`src/rtl/voice_sched_pkg.sv`:
```
// Shared widths and types for the 8-voice slot scheduler.
// Type definitions only: no latency, no flow control.
package voice_sched_pkg;
  localparam int NUM_VOICES = 8;
  localparam int SLOT_W     = 3;

  typedef logic [NUM_VOICES-1:0] voice_mask_t;
  typedef logic [SLOT_W-1:0]     slot_t;
endpackage

```
`src/rtl/voice_slot_sched_slot_dec.sv`:
```
// 3-to-8 active-low one-hot decoder with enable; all ones when disabled.
// Combinational, zero latency; no backpressure.
module slot_dec
  import voice_sched_pkg::*;
(
  input  logic [SLOT_W-1:0]     sel,
  input  logic                  en,
  output logic [NUM_VOICES-1:0] dec_n
);

  always_comb begin
    dec_n = '1;
    if (en) dec_n[sel] = 1'b0;
  end

endmodule

```
`src/rtl/voice_slot_sched.sv`:
```
// Voice slot scheduler: slot/phase counters, voice strobes, key-on state, CPU access windows (VOICE_MASK_EN adds voice_mask).
// All outputs registered, one clock after the inputs they depend on; cpu_req is a held level, granted in idle windows only.
module voice_slot_sched
  import voice_sched_pkg::*;
#(
  parameter int SLOT_CYCLES = 4,
  parameter int PH_W        = 4
) (
  input  logic                  clk,
  input  logic                  reset,
  input  logic                  run,
  input  logic [NUM_VOICES-1:0] key_on,
  input  logic [NUM_VOICES-1:0] key_off,
  input  logic                  ch_end,
  input  logic                  cpu_req,
`ifdef VOICE_MASK_EN
  input  logic [NUM_VOICES-1:0] voice_mask,
`endif
  output logic [SLOT_W-1:0]     slot,
  output logic [PH_W-1:0]       phase,
  output logic [NUM_VOICES-1:0] strobe_n,
  output logic                  voice_go,
  output logic                  frame_start,
  output logic                  cpu_grant,
  output logic [NUM_VOICES-1:0] active
);

  localparam logic [PH_W-1:0] PH_LAST   = PH_W'(SLOT_CYCLES - 1);
  localparam slot_t           SLOT_LAST = slot_t'(NUM_VOICES - 1);

  logic        running;
  voice_mask_t mask;
  voice_mask_t active_nx;
  voice_mask_t dec_n;
  slot_t       slot_nx;
  logic [PH_W-1:0] phase_nx;
  logic        fs_nx;
  logic        slot_en;
  logic        grant_win;

`ifdef VOICE_MASK_EN
  assign mask = voice_mask;
`else
  assign mask = '0;
`endif

  // key_off beats key_on beats end-of-voice; ch_end only hits the voice in its slot
  always_comb begin
    active_nx = active;
    for (int i = 0; i < NUM_VOICES; i++) begin
      if (key_off[i])
        active_nx[i] = 1'b0;
      else if (key_on[i])
        active_nx[i] = 1'b1;
      else if (ch_end && slot == slot_t'(i))
        active_nx[i] = 1'b0;
    end
  end

  // First cycle after run rises restarts at slot 0 phase 0 so frame_start lines up
  always_comb begin
    slot_nx  = '0;
    phase_nx = '0;
    fs_nx    = 1'b0;
    if (run) begin
      if (!running) begin
        fs_nx = 1'b1;
      end else if (phase == PH_LAST) begin
        slot_nx = slot + slot_t'(1);
        fs_nx   = (slot == SLOT_LAST);
      end else begin
        slot_nx  = slot;
        phase_nx = phase + PH_W'(1);
      end
    end
  end

  assign slot_en = run & active_nx[slot_nx] & ~mask[slot_nx];

  // Slot 7's last phase is always a window so a fully loaded frame still serves the CPU
  assign grant_win = run ? ((phase_nx == PH_LAST) && (!slot_en || slot_nx == SLOT_LAST))
                         : 1'b1;

  slot_dec u_slot_dec (
    .sel   (slot_nx),
    .en    (slot_en),
    .dec_n (dec_n)
  );

  always_ff @(posedge clk) begin
    if (reset) begin
      running     <= 1'b0;
      slot        <= '0;
      phase       <= '0;
      strobe_n    <= '1;
      voice_go    <= 1'b0;
      frame_start <= 1'b0;
      cpu_grant   <= 1'b0;
      active      <= '0;
    end else begin
      running     <= run;
      slot        <= slot_nx;
      phase       <= phase_nx;
      strobe_n    <= dec_n;
      voice_go    <= slot_en && (phase_nx == '0);
      frame_start <= fs_nx;
      cpu_grant   <= cpu_req && !cpu_grant && grant_win;
      active      <= active_nx;
    end
  end

endmodule

```
`config.mk`:
```
export PLATFORM = sky130hd
export DESIGN_NAME = voice_slot_sched
export DESIGN_NICKNAME = d
export VERILOG_FILES = /design/src/rtl/voice_sched_pkg.sv /design/src/rtl/voice_slot_sched_slot_dec.sv /design/src/rtl/voice_slot_sched.sv
export SDC_FILE = /design/constraint.sdc
export NUM_CORES = 1
export LEC_CHECK = 0
export CORE_ASPECT_RATIO = 1.75
export CORE_MARGIN = 2
export CORE_UTILIZATION = 30
export CTS_BUF_LIST = sky130_fd_sc_hd__clkbuf_2 sky130_fd_sc_hd__clkbuf_4 sky130_fd_sc_hd__clkbuf_8
export DETAILED_ROUTE_END_ITERATION = 12
export DONT_BUFFER_PORTS = 1
export PLACE_DENSITY_LB_ADDON = 0.12
export SLEW_MARGIN = 30
export SYNTH_ARGS = -nofsm -noshare
export SYNTH_HDL_FRONTEND = slang
export SYNTH_HIERARCHICAL = 1
export SYNTH_SLANG_ARGS = --single-unit
```
`constraint.sdc`:
```
create_clock -name clk -period 3.1 [get_ports clk]
set_clock_uncertainty 0.2 [all_clocks]
set_input_delay 0.93 -clock clk [delete_from_list [all_inputs] [get_ports clk]]
set_output_delay 0.93 -clock clk [all_outputs]
set_load 0.02 [all_outputs]
```
==> metrics.txt <==
run status completed; Worst IR Drop VDD 0.209 mV; share of layout cells above drive strength 1 23.6%; CTS tree yes; nets@finish 177; CP Class reg -> reg; Distinct cells, synth 41; first-pass GRT wire length 4.89 mm; PwrDens 403 nW/µm²; largest net degree at the start of global routing 26; input/output buffers 0; most frequent cells in the layout dfxtp_1, nor2_1, buf_4; Hold Crit Class reg -> reg; router iterations before antenna repair 3; number of gates resized after CTS 0; Final Cycle Share 93.9%; antenna-violating nets left 0; crit-path cells inv_1 > ha_1 > and4b_2 > or3_1 > mux2_4 > mux2i_1 > mux2i_1 > nor2_2 > or4b_1 > or2_4; Core Box Area 4150 µm²; root buffer cell clkbuf_8; cts hold-fix bufs 0; commonest non-fill, non-tap cell in the layout dfxtp_1; design area 1520 µm²; Slew Viols, Final 0; row count 31; unrepaired setup endpoints after global routing no; crit path DAT 2.89 ns; clk sinks 27; Setup violations, final 0; Iter 0 DRT Violations 7; GP Congestion 0.766; Place WS -0.0625 ns; Final Routed Wirelength 2.89 mm; total of max-cap violations 0; die area 4880 µm²; IO Pins 47; CP max-delay cell or4b_1; number of CTS-inserted buffers 3; Syn Inst Count 135; Overflow after GRT 0; # H-tree levels 1; Total Power 0.610 mW; DRC viols 0; clock network power share 34.2%; crit path max fanout 4; Hold Fails Final Rpt 0; crit end category flip-flop; Placed Cells 193; post-DP HPWL 2.25 mm; CP dominant cell by count mux2i_1; DR vias/cell 5.06; Mapped Avg Cell Area 9.60 µm²; clock-pin slew on the worst setup and hold paths 0.10 ns; vias 997; post-synthesis net count 163; GRT Total Usage 13.6%; f_max 343 MHz; Die H 91.0 µm; Worst-Skew Late Latency 0.28 ns; area grow syn2layout 16.9%; initial core utilization 31.2%; sequential fraction of the synthesis area 41.7%; crit-path max cell delay 0.45 ns; fin util 36.5%; Die W 53.7 µm; Critical Path Start Type flip-flop; Tmin final 2.91 ns; setup TNS 0 ns; WL per Instance 14.7 µm; final critical-path setup slack 0.189 ns; fill cell count 427; vias in the first global route 1057; Worst-Margin Slew 0.487 ns; Sw Pwr 0.146 mW; critical path required time 3.08 ns; clock buffer depth 2; antenna fix cells 0; Seq cells post-synth 27; Pint 0.464 mW; initial antenna violation count 0; post-CTS setup repair buffer count 0; Post-Layout Cell Count 197; Min Hold Slack 0.325 ns; Flop pwr share 60.4%; combinational share of power 5.4%; dpl cell area 1450 µm²; Sw Share 23.9%; Lkg Pwr 0.590 nW; Rel. slew slack 67.5%; YS warnings 6; Cell Area, Synth 1300 µm²
==> critical path, delay by kind of cell (launching register included) <==
kind,cells,cell delay (ns)
flops,1,0.40
simple gates,5,1.41
buf+inv,1,0.08
mux,3,0.50
fa+ha+maj,1,0.23
==> state kept, by name, summed over array words and instances (netlist names) <==
name,count
active,8
cpu_grant,1
frame_start,1
phase,4
running,1
slot,3
strobe_n,8
voice_go,1
==> routing by layer <==
metal  part of all wire [%]  wire [µm]  track usage (%)  vias to the layer above
li1                       -          -                -                      500
met1                     38       1100             14.4                      458
met2                     54       1560             24.0                       34
met3                    6.1        177             3.45                        5
met4                    1.8         53             5.77                        0
met5                      0          0                0                        -
==> synthesized netlist by cell type, drive strengths merged <==
cell type	n	area, µm²
nor3b	2	26.3
a21boi	2	15.0
or4b	1	10.0
and3	2	13.8
o21ai	1	5.00
nor2	20	75.1
xor2	1	8.76
nor2b	4	25.0
mux2i	7	73.8
a21bo	1	10.0
nor3	4	20.0
inv	9	33.8
o21ba	1	10.0
clkbuf	2	7.51
nand4b	3	26.3
a311oi	1	8.76
nor4	1	6.26
or2	8	50.1
nand2	4	15.0
nand3	2	10.0
and4b	3	31.3
nand4bb	3	33.8
a211oi	1	7.51
a211o	1	10.0
nand2b	2	12.5
o21bai	1	7.51
mux2	2	26.3
ha	7	87.6
nand4	1	6.26
a21oi	2	10.0
or3	3	18.8
nand3b	2	15.0
a311o	3	30.0
dfxtp	27	541
o31a	1	8.76
==> power by group through the flow <==
stage | Clock [mW] | Combinational [mW] | Sequential [mW]
floorplan | 0 | 0.0285 | 0.375
global placement | 0 | 0.0332 | 0.377
detailed placement | 0 | 0.0336 | 0.377
CTS | 0.220 | 0.0338 | 0.369
global route | 0.233 | 0.0376 | 0.370
finish | 0.208 | 0.0331 | 0.369
==> final cells by class <==
class / instances / area, µm² / share of cell area (%)
multi-input combinational: 97 / 741 / 48.9
sequential: 27 / 546 / 36.0
inverter: 9 / 33.8 / 2.23
clock buffer: 3 / 41.3 / 2.73
timing repair buffer: 11 / 86.3 / 5.70
clock inverter: 1 / 6.26 / 0.413
tap: 49 / 61.3 / 4.05
==> path summary, 6_finish.rpt <==
| kind | start | to | slack (ns) | depth (start not counted) |
|---|---|---|---|---|
| hold / removal | running | frame_start | 0.32 | 1 |
| hold reg to reg | running | frame_start | 0.32 | 1 |
| setup / recovery | slot[0] | strobe_n[0] | 0.19 | 10 |
| setup reg to reg | slot[0] | strobe_n[0] | 0.19 | 10 |
==> logic make-up (layout without fill, tap and decap cells) <==
| family | Yosys count | in the layout | synth area share [%] |
|---|---|---|---|
| compound gates | 15 | 15 | 9.46 |
| fa+ha+maj | 7 | 7 | 6.76 |
| xor+xnor | 1 | 1 | 0.676 |
| simple gates | 65 | 65 | 30.5 |
| buf+inv | 11 | 24 | 3.19 |
| mux | 9 | 9 | 7.72 |
| flops | 27 | 27 | 41.7 |
Power figures use the tool's default switching activity.
